===== config.mk =====
export PLATFORM = sky130hd
export DESIGN_NAME = rr_grant_ctrl
export DESIGN_NICKNAME = d
export VERILOG_FILES = /design/src/rtl/rr_grant_ctrl.sv
export SDC_FILE = /design/constraint.sdc
export NUM_CORES = 1
export LEC_CHECK = 0
export ABC_AREA = 1
export CAP_MARGIN = 10
export CORE_MARGIN = 4
export CORE_UTILIZATION = 45
export DETAILED_ROUTE_END_ITERATION = 12
export PLACE_DENSITY = 0.7
export SLEW_MARGIN = 20
export SYNTH_ARGS = -nofsm -noshare
export SYNTH_HDL_FRONTEND = slang
export SYNTH_SLANG_ARGS = --single-unit
export TNS_END_PERCENT = 1

===== constraint.sdc =====
create_clock -name clk_i -period 2.6 [get_ports clk_i]
set_clock_uncertainty 0.1 [all_clocks]
set_input_delay 0.39 -clock clk_i [delete_from_list [all_inputs] [get_ports clk_i]]
set_output_delay 0.39 -clock clk_i [all_outputs]
set_load 0.01 [all_outputs]

===== src/rtl/rr_grant_ctrl.sv =====
// Round-robin grant controller: registered one-hot grant held until done/abandon, then priority rotates.
// Optional forced release after MAX_HOLD grant cycles when RR_GRANT_TIMEOUT_EN is defined.
module rr_grant_ctrl #(
  parameter int N        = 8,
  parameter int IDW      = $clog2(N),
  parameter int MAX_HOLD = 16
) (
  input  logic           clk_i,
  input  logic           rst_ni,
  input  logic [N-1:0]   req_i,
  input  logic           done_i,
  output logic [N-1:0]   gnt_o,
  output logic [IDW-1:0] gnt_idx_o,
  output logic           busy_o,
  output logic [IDW-1:0] lowp_o,
  output logic [IDW:0]   pend_cnt_o,
  output logic           timeout_o
);

  typedef enum logic [1:0] {IDLE, GRANT, RELEASE} state_t;

  if (IDW != $clog2(N)) begin : g_bad_idw
    $error("IDW must equal $clog2(N)");
  end
  if (MAX_HOLD < 2) begin : g_bad_hold
    $error("MAX_HOLD must be at least 2");
  end

  state_t         state_q, state_d;
  logic [N-1:0]   gnt_q, gnt_d;
  logic [IDW-1:0] idx_q, idx_d;
  logic [IDW-1:0] lowp_q, lowp_d;
  logic [IDW:0]   pend_q;
  logic           rel_normal;
  logic           force_rel;

  // First set request strictly after lowp, wrapping modulo N; lowp itself is checked last.
  function automatic logic [IDW-1:0] pick_winner(input logic [N-1:0] req,
                                                 input logic [IDW-1:0] lowp);
    logic [IDW-1:0] idx;
    logic [IDW-1:0] win;
    win = lowp;
    for (int i = N; i >= 1; i--) begin
      idx = lowp + IDW'(i);
      if (req[idx]) win = idx;
    end
    return win;
  endfunction

  function automatic logic [IDW:0] popcount(input logic [N-1:0] v);
    logic [IDW:0] cnt;
    cnt = '0;
    for (int i = 0; i < N; i++) cnt = cnt + (IDW+1)'(v[i]);
    return cnt;
  endfunction

  assign rel_normal = done_i | ~req_i[idx_q];

`ifdef RR_GRANT_TIMEOUT_EN
  localparam int HW = (MAX_HOLD > 2) ? $clog2(MAX_HOLD) : 1;
  logic [HW-1:0] hold_q, hold_d;
  logic          to_q, to_d;

  assign force_rel = (hold_q == HW'(MAX_HOLD - 1));
  assign timeout_o = to_q;
`else
  assign force_rel = 1'b0;
  assign timeout_o = 1'b0;
`endif

  always_comb begin
    state_d = state_q;
    gnt_d   = gnt_q;
    idx_d   = idx_q;
    lowp_d  = lowp_q;
`ifdef RR_GRANT_TIMEOUT_EN
    hold_d  = hold_q;
    to_d    = 1'b0;
`endif
    case (state_q)
      IDLE: begin
        if (|req_i) begin
          idx_d          = pick_winner(req_i, lowp_q);
          gnt_d          = '0;
          gnt_d[idx_d]   = 1'b1;
          state_d        = GRANT;
`ifdef RR_GRANT_TIMEOUT_EN
          hold_d         = '0;
`endif
        end
      end
      GRANT: begin
`ifdef RR_GRANT_TIMEOUT_EN
        hold_d = hold_q + 1'b1;
        to_d   = force_rel & ~rel_normal;
`endif
        if (rel_normal || force_rel) begin
          gnt_d   = '0;
          lowp_d  = idx_q;
          state_d = RELEASE;
        end
      end
      RELEASE: state_d = IDLE;
      default: begin
        gnt_d   = '0;
        state_d = IDLE;
      end
    endcase
  end

  always_ff @(posedge clk_i or negedge rst_ni) begin
    if (!rst_ni) begin
      state_q <= IDLE;
      gnt_q   <= '0;
      idx_q   <= '0;
      lowp_q  <= IDW'(N - 1);
      pend_q  <= '0;
`ifdef RR_GRANT_TIMEOUT_EN
      hold_q  <= '0;
      to_q    <= 1'b0;
`endif
    end else begin
      state_q <= state_d;
      gnt_q   <= gnt_d;
      idx_q   <= idx_d;
      lowp_q  <= lowp_d;
      pend_q  <= popcount(req_i);
`ifdef RR_GRANT_TIMEOUT_EN
      hold_q  <= hold_d;
      to_q    <= to_d;
`endif
    end
  end

  assign gnt_o      = gnt_q;
  assign gnt_idx_o  = idx_q;
  assign busy_o     = (state_q != IDLE);
  assign lowp_o     = lowp_q;
  assign pend_cnt_o = pend_q;

endmodule


# Yosys cells after proc, flatten, opt, wreduce, memory -nomap -nowiden
# Cells that the tools add are included.
[op_classes]
n_mux = 33
order_cmp = 10
addsub = 14
n_reduce_logical = 8
n_bitwise = 3
eq_ne = 4
[op_table]
columns = ["operator", "count"]
rows = [
  ["3-bit by 4-bit less-than comparator with 1-bit output (second input constant)", 9],
  ["3-bit 2-to-1 mux", 9],
  ["1-bit binary-select mux with 3-bit select", 8],
  ["8-bit case mux with 3 select lines", 1],
  ["4-bit by 1-bit adder with 4-bit output", 4],
  ["8-bit 2-to-1 mux", 2],
  ["3-bit adder (second input constant)", 4],
  ["1-bit 2-to-1 mux", 9],
  ["8-bit OR reduction", 1],
  ["3-bit by 2-bit adder with 3-bit output (second input constant)", 2],
  ["2-bit AND reduction", 3],
  ["3-bit by 1-bit adder with 4-bit output", 1],
  ["2-bit 2-to-1 mux", 2],
  ["2-bit inequality test (second input constant)", 2],
  ["2-bit case mux with 2 select lines", 1],
  ["2-bit by 1-bit adder with 3-bit output", 1],
  ["3-bit by 1-bit adder with 3-bit output (second input constant)", 1],
  ["1-bit demux with 3-bit select", 1],
  ["3-bit by 1-bit >= comparator with 1-bit output (second input constant)", 1],
  ["3-bit AND reduction", 1],
  ["1-bit by 1-bit adder with 2-bit output", 1],
  ["2-bit by 1-bit equality test with 1-bit output (second input constant)", 1],
  ["2-bit equality test (second input constant)", 1],
  ["2-bit zero test", 1],
  ["4 further kinds", 5],
]
[word_totals]
reg_bits = 20
output_inout_bits = 20

# Longest topological paths before layout
[logic_depth]
ltp_word = 18
depth_mapped = 20

# Worst setup path before layout
# No wires, ideal clock.
[synth_timing]
path_kind = "in2reg"
startpoint = "input req_i[0]"
endpoint = "register pend_q[2], in the netlist pend_cnt_o[2]"
t_arrival_ns = 2.606
path_stages = 8
setup_ns = 0.123
path_slack_ns = -0.230
t_required_ns = 2.377
n_path_buf = 0
cell_sequence = "fa_1 -> inv_1 -> fa_1 -> fa_1 -> inv_1 -> ha_1 -> fa_1 -> xor2_1"
[synth_between]
elab_chain_cells = 7
[synth_lines]
columns = ["item", "line_no", "rtl"]
rows = [
  ["start: declaration", "10", "input logic [N-1:0] req_i,"],
  ["1-bit by 1-bit adder with 2-bit output", "53", "for (int i = 0; i < N; i++) cnt = cnt + (IDW+1)'(v[i]);"],
  ["2-bit by 1-bit adder with 3-bit output", "53", ""],
  ["3-bit by 1-bit adder with 4-bit output", "53", ""],
  ["4-bit by 1-bit adder with 4-bit output (4 in series)", "53", ""],
  ["end signal: assignment", "127", "pend_q <= popcount(req_i);"],
  ["end: declaration", "33", "logic [IDW:0] pend_q;"],
]
# No other way between the ends.
# A chain may end at the register's enable or synchronous reset.

# Worst setup path in the final report
[layout_timing]
startpoint = "input req_i[1]"
endpoint = "register pend_q[2], in the netlist pend_cnt_o[2]"
# The elaborated chain is that of the path after synthesis.

==> summary.txt <==
Synthesis
  • Mapped Area: 1680 um2
  • Synth top area share: 0.254
  • Syn Inst Count: 240
  • Ys async rst share: 1.00
  • Sequential-to-total area share from yosys stat: 0.301
  • Synth Net Count: 261
  • Top post-synthesis cells by area: dfrtp_1, nand2_1, nand3_1, inv_1, fa_1
  • Syn_area_per_cell: 6.98 um2
  • Synth Register Bits: 20
  • Post-synth top area cell: dfrtp_1
  • Yosys Warn Count: 0
  • Synth cell types: 28
  • Primary FF master, synth: dfrtp_1
  • Post-synth EDFFs: 0

Cells and area
  • Share of cells above drive strength 1: 0.206
  • Layout Area Growth over Synthesis: 30.5%
  • # fillers: 326
  • Fin nets: 304
  • Finished Layout Cells: 328
  • Layout Cell Area excl Fill: 2190 um2
  • Ant diodes: 0
  • Finished Core Util: 0.631

Placement
  • Placer congestion estimate: 0.862
  • Post-DP Area: 2080 um2
  • DP Wirelength: 3200 um
  • PortBufs: 29
  • Placed instance count: 323

Route
  • Via count: 1605
  • Via density: 4.89
  • First DRT Iteration DRCs: 53
  • DRT Pass-1 Iters: 4
  • Residual DRC: 0
  • DRT Wirelength: 3940 um
  • Final ANT Viol Nets: 0
  • WL per Instance: 12.0 um

CTS
  • Clock tree root buffer cell: clkbuf_8
  • Num CTS Buffers: 3
  • Clk_lat worst skew: 0.26 ns
  • CTS H-tree lvls: 1
  • Clk pin slew, worst setup/hold paths: 0.08 ns
  • CTS sink count: 20
  • Longest Clk Path Bufs: 2
  • CTS tree: done

Timing
  • Fin. max-slew vios: 0
  • Max frequency: 379 MHz
  • Worst hold margin: 0.365 ns
  • Setup ws final: -0.0411 ns
  • Final Hold Viols: 0
  • Final min period: 2.64 ns
  • Fin crit share: 1.02
  • Setup violations, final: 2
  • RSZ-0062 raised after global routing: yes

Worst setup path
  • Crit. End Element: flop
  • Critical path required time: 2.65 ns
  • R2R depth: 15
  • Worst Path Arrival: 2.69 ns
  • Nature of the critical path startpoint: primary input
  • Worst Path Class, Setup: primary input to flop
  • Reg-to-reg slack, setup: 0.27 ns
  • Worst Path Max Fanout: 2
  • Worst R2R Start: lowp_o[1]$_DFFE_PN1P_
  • Reg-to-reg endpoint: gnt_o[0]$_DFFE_PN0P_

Floorplanning
  • Rows: 21
  • IO Count: 31
  • Chip width: 69.0 um
  • Initial core utilization: 0.483
  • Core area: 3470 um2
  • Die Height: 69.0 um
  • Die footprint: 4760 um2

Power and ir drop
  • Leakage: 1.14 nW
  • Tot Pwr: 3.41 mW
  • Max VDD drop: 770 uV
  • Power Density: 1560 nW/um2

Global route
  • Global route overflow: 0
  • Total GRT Usage: 0.176
  • Number of global-route vias before repair: 1562
  • Initial antenna violation count: 0
  • First-pass GRT wire length: 7010 um
  • Largest net degree at the start of global routing: 21

Outcome
  • Status: finished with violations
  • Failing checks: setup timing

Min path
  • Worst hold-check path type: primary input to async pin

Job
  • Max-Cap Viols: 0
-- placed cells by master, fill, tap and decap left out, drive strengths merged --
cell           count
nand2             90
nand3             42
inv               33
clkdlybuf4s50     26
dfrtp             17
buf               17
a21oi             14
nor2              10
o21ai             10
ha                 6
fa                 4
clkbuf             3
dfstp              3
xor2               2
nor4               1
nand2b             1
nand3b             1
conb               1
bufinv             1
-- how the worst max path moves through the flow --
stage | from | endpoint | slack, ns | cells after the start
finish | req_i[1] | pend_cnt_o[2]$_DFF_PN0_ | -0.04 | 9
global route | req_i[1] | pend_cnt_o[2]$_DFF_PN0_ | -0.09 | 9
CTS | req_i[0] | pend_cnt_o[2]$_DFF_PN0_ | -0.17 | 9
detailed placement | req_i[0] | pend_cnt_o[2]$_DFF_PN0_ | -0.73 | 9
global placement | req_i[0] | pend_cnt_o[2]$_DFF_PN0_ | -0.69 | 9
floorplan | req_i[0] | pend_cnt_o[2]$_DFF_PN0_ | -0.16 | 8
-- synth_stat cells (3+ instances only) --
| library cell | n |
|---|---|
| nand2_1 | 85 |
| nand3_1 | 35 |
| inv_1 | 23 |
| dfrtp_1 | 17 |
| a21oi_1 | 11 |
| inv_2 | 9 |
| nor2_1 | 9 |
| nand3_2 | 7 |
| o21ai_0 | 7 |
| ha_1 | 6 |
| nand2_2 | 5 |
| fa_1 | 4 |
| buf_6 | 3 |
| dfstp_2 | 3 |
-- routing by layer --
layer,track usage,vias to the layer above,wire [um]
met5,0,-,0
met4,0.0456,0,38
met3,0.0174,4,84
met2,0.290,25,1850
met1,0.247,734,1960
li1,-,842,-
-- registers in the layout, indices dropped and copies added (netlist names) --
signal / cells
gnt_o: 8
pend_cnt_o: 4
gnt_idx_o: 3
state_q: 2
lowp_o: 3
-- logic make-up (layout without fill, tap and decap cells) --
logic type,count (synthesis),after routing,share of synthesized area
flip-flops,20,20,0.301
buffers and inverters,38,80,0.103
XOR/XNOR,2,2,0.0217
AND/OR/NAND/NOR,145,145,0.394
other,1,1,0.00224
adder cells (fa/ha/maj),10,10,0.0926
AO/OA/AOI/OAI,24,24,0.0851
-- timing repair --
item / 4_1_cts / 5_1_grt
pin swaps: 4 / 4
gates cloned: 0 / 0
buffers inserted: 0 / 1
gates resized for setup: 16 / 7
setup endpoints to repair: 4 / 12
hold buffers: 0 / 0
-- final cells by class --
| cell class | instances | area (um2) | area share |
|---|---|---|---|
| Clock buffer | 3 | 41.3 | 0.0189 |
| Clock inverter | 1 | 30.0 | 0.0137 |
| Inverter | 33 | 126 | 0.0578 |
| Multi-Input combinational cell | 182 | 1030 | 0.471 |
| Sequential cell | 20 | 504 | 0.231 |
| Tap cell | 46 | 57.6 | 0.0263 |
| Timing Repair Buffer | 43 | 397 | 0.181 |
-- power breakdown --
part / total (mW) / internal [mW] / switching, mW
Clock: 0.309 / 0.205 / 0.104
Combinational: 2.56 / 0.961 / 1.60
Sequential: 0.541 / 0.442 / 0.0994
Total: 3.41 / 1.61 / 1.80
-- critical path: stages --
cell,delay (ns)
buf_8,0.10
fa_1,0.52
inv_1,0.05
fa_1,0.45
fa_1,0.51
inv_2,0.05
ha_4,0.16
fa_2,0.33
xor2_1,0.14
-- stage by stage --
| step | setup slack (ns) | TNS (ns) |
|---|---|---|
| after floorplan | -0.165 | -0.313 |
| after global placement | -0.690 | -1.98 |
| after detailed placement | -0.727 | -2.13 |
| after CTS | -0.167 | -0.314 |
| after global routing | -0.0903 | -0.159 |
| final | -0.0411 | -0.0737 |
Power figures use the tool's default switching activity.
==> edit 1, RTL diff (same settings) <==
Change the parameter `N` from 8 to 4.
--- a/src/rtl/rr_grant_ctrl.sv
+++ b/src/rtl/rr_grant_ctrl.sv
@@ -1,7 +1,7 @@
 // Round-robin grant controller: registered one-hot grant held until done/abandon, then priority rotates.
 // Optional forced release after MAX_HOLD grant cycles when RR_GRANT_TIMEOUT_EN is defined.
 module rr_grant_ctrl #(
-  parameter int N        = 8,
+  parameter int N        = 4,
   parameter int IDW      = $clog2(N),
   parameter int MAX_HOLD = 16
 ) (
Interface: changed (5 resized); port bits go from 31 to 20. No check against the original RTL was run, so the function may have changed too.
==> edit 1 against the unedited design <==
Clock power decreased by 61%; sequential power down 32%; synthesized area down 48%; sequential share of layout area increased by 6.9 points; fmax rose by 28%; sequential cell count down 7; setup slack gained 0.58 ns; count of clock-buffer cells in the layout increased by 1; total power decreased by 63%; critical path depth down 8; wire length is 56% lower; final area is 50% lower.
==> edit 1: results (changes against the unedited design) <==
| Quantity | This run | Change |
| --- | --- | --- |
| Routed WL per cell | 10.6 µm | was 12.0 µm |
| Post-placement setup slack | 0.313 ns | was -0.727 ns |
| Filler cell count | 177 | was 326 |
| Total number of nets in the final design | 150 | was 304 |
| Cell Area, Placed | 0.00107 mm² | was 0.00208 mm² |
| Internal power summed over all cells | 659 µW | was 1.61 mW |
| Longest individual stage delay on the worst path | 0.71 ns | was 0.52 ns |
| Total global-route track usage | 0.149 | was 0.176 |
| Outcome | completed | was finished, violations left |
| Critical-path cell with the highest stage delay | dfstp_2 | was fa_1 |
| Via count of the first global-routing pass | 728 | was 1562 |
| Data arrival time at the worst-slack endpoint | 1.57 ns | was 2.69 ns |
| Leading cell types by count after synthesis | nand2_1 (41), nand2_2 (15), inv_1 (14) | was nand2_1 (85), nand3_1 (35), inv_1 (23) |
| Share of the synthesized area in compound gates (AO/OA/AOI/OAI) | 0.0756 | was 0.0851 |
| Fraction of met3 tracks used by global routing | 0.0172 | was 0.0174 |
| Maximum number of pins on one net before global-route repair | 14 | was 21 |
| Area share of xor/xnor cells in the synthesized design | 0 | was 0.0217 |
| Wire length after detailed routing | 1.74 mm | was 3.94 mm |
| Average footprint of a synthesized cell | 7.43 µm² | was 6.98 µm² |
| Global placement routability congestion | 0.763 | was 0.862 |
| Met2 Track Usage GR | 0.257 | was 0.290 |
| Kind of cell adding the most delay to the critical path | flip-flops | was adder cells |
| Clock Tree Root | clkbuf_4 | was clkbuf_8 |
| Iter 0 DRT Violations | 7 | was 53 |
| Post-CTS sizing | 0 | was 16 |
| Global-route wire length before repair | 2.97 mm | was 7.01 mm |
| Cell Count Post-Placement | 159 | was 323 |
| Fraction of met1 tracks used by global routing | 0.180 | was 0.247 |
| Synth top area cells | dfrtp_1 (31%), nand2_1 (18%), nand2_2 (11%) | was dfrtp_1 (25%), nand2_1 (19%), nand3_1 (10%) |
| Leakage power total | 0.580 nW | was 1.14 nW |
## edit 1: cell count changes in the layout (fill, tap and decap cells not counted), sizes merged, moves of 8 or more
cell / unedited run / this run
clkdlybuf4s50: 26 / 18
nand2: 90 / 56
nand3: 42 / 6
a21oi: 14 / 1
inv: 33 / 17
buf: 17 / 0
## edit 1: cell type report
class,instances,area share
clock buffers,4,0.0240
inverters,17,0.0651
multi-input cells,86,0.419
flip-flops and latches,13,0.299
well taps,25,0.0285
repair buffers,18,0.164
## edit 1: path summary, 6_finish.rpt
kind                                      end  slack (ns)  cells past startpoint
min in group clk_i                   gnt_o[1]        0.39                      2
worst max register to register       gnt_o[0]        0.92                     11
worst min-delay path            pend_cnt_o[0]        0.38                      1
worst min register to register       gnt_o[1]        0.39                      2
max in group asynchronous           lowp_o[1]        1.65                      1
worst max-delay path                lowp_o[0]        0.54                      1
## edit 1: per-layer routing
metal	wire (µm)	vias to the layer above
met3	72	4
met4	38	0
li1	-	400
met5	0	-
met2	852	14
met1	771	353
==> edit 2, RTL diff (same settings) <==
Without the edit above. The 3 states of `state_t` get a one-hot encoding in 3 bits.
--- a/src/rtl/rr_grant_ctrl.sv
+++ b/src/rtl/rr_grant_ctrl.sv
@@ -17,7 +17,7 @@
   output logic           timeout_o
 );
 
-  typedef enum logic [1:0] {IDLE, GRANT, RELEASE} state_t;
+  typedef enum logic [2:0] {IDLE = 3'b001, GRANT = 3'b010, RELEASE = 3'b100} state_t;
 
   if (IDW != $clog2(N)) begin : g_bad_idw
     $error("IDW must equal $clog2(N)");
Check against the original RTL: no difference found for any inputs over 10 cycles, from zero or initial values and one cycle with rst_ni low; not proved beyond that.
==> edit 2 against the unedited design <==
The flow still finishes with violations (negative setup slack); total power decreased by 3.7%; synthesized area increased by 4.6%; core utilization decreased by 3.5 points; first-iteration DRC count increased by 98%; setup slack got worse by 0.11 ns; wire length increased by 9.7%; synthesized cell count increased by 6.3%; final area increased by 1.2%; sequential cell count increased by 1; critical path type unchanged; largest cell class unchanged; highest routed layer unchanged.
==> edit 2: results (changes against the unedited design) <==
| Quantity | This run | Change |
| --- | --- | --- |
| Synth top area cells | dfrtp_1 (24%), nand2_1 (20%), nand3_1 (8.3%) | was dfrtp_1 (25%), nand2_1 (19%), nand3_1 (10%) |
| Total number of nets in the final design | 318 | was 304 |
| Global placement routability congestion | 0.890 | was 0.862 |
| Post-synthesis adder-cell area fraction | 0.0886 | was 0.0926 |
| Total global-route track usage | 0.184 | was 0.176 |
| Sequential Power Share | 0.181 | was 0.159 |
| Leakage power total | 1.18 nW | was 1.14 nW |
| Endpoint of the worst-slack reg-to-reg timing path | gnt_o[6] | was gnt_o[0] |
| Count of mapped cells out of synthesis | 255 | was 240 |
| Data arrival time at the worst-slack endpoint | 2.82 ns | was 2.69 ns |
| Share of the synthesized area in compound gates (AO/OA/AOI/OAI) | 0.0750 | was 0.0851 |
| Area share of xor/xnor cells in the synthesized design | 0.0207 | was 0.0217 |
| Failing checks | negative setup slack | unchanged |
| Detail Route met2 WL | 2.07 mm | was 1.85 mm |
| Area share of the largest cell type after synthesis | 0.243 | was 0.254 |
| Outcome | finished, violations left | unchanged |
| Final sum of negative setup slack | -0.227 ns | was -0.0737 ns |
| Iter 0 DRT Violations | 105 | was 53 |
| Setup-violating endpoint count in the final report | 2 | unchanged |
| Global-route wire length before repair | 7.49 mm | was 7.01 mm |
| Setup WS post-layout | -0.152 ns | was -0.0411 ns |
| Post-DP HPWL | 3.43 mm | was 3.20 mm |
| Cell Area, Placed | 0.00215 mm² | was 0.00208 mm² |
| Routed WL per cell | 12.5 µm | was 12.0 µm |
| Longest individual stage delay on the worst path | 0.54 ns | was 0.52 ns |
| Wire length after detailed routing | 4.32 mm | was 3.94 mm |
-- edit 2: changes by cell type after synthesis, moves of 4 or more --
cell / unedited run / this run
inv_1: 23 / 35
nand2_2: 5 / 9
nand3_1: 35 / 29
nand2_1: 85 / 94
inv_2: 9 / 3
-- edit 2: layout make-up --
cell class                 instances  area, µm²
fill                             376       1500
timing repair buffer              43        390
tap                               48       60.1
clock inverter                     1       7.51
inverter                          40        155
clock buffer                       3       41.3
sequential                        21        531
multi-input combinational        188       1030
-- edit 2: repair_timing --
| item | 4_1_cts | 5_1_grt |
|---|---|---|
| hold buffers | 0 | 0 |
| endpoints found under the setup margin | 4 | 12 |
| pin swaps | 4 | 2 |
| gates resized for setup | 16 | 5 |
-- edit 2: metrics by stage --
stage          hold slack, ns  setup WS (ns)
2_1_floorplan        -0.00559         -0.193
3_3_place_gp            0.365         -0.732
3_5_place_dp            0.369         -0.782
4_1_cts                 0.360         -0.216
5_1_grt                 0.368         -0.206
6_report                0.354         -0.152
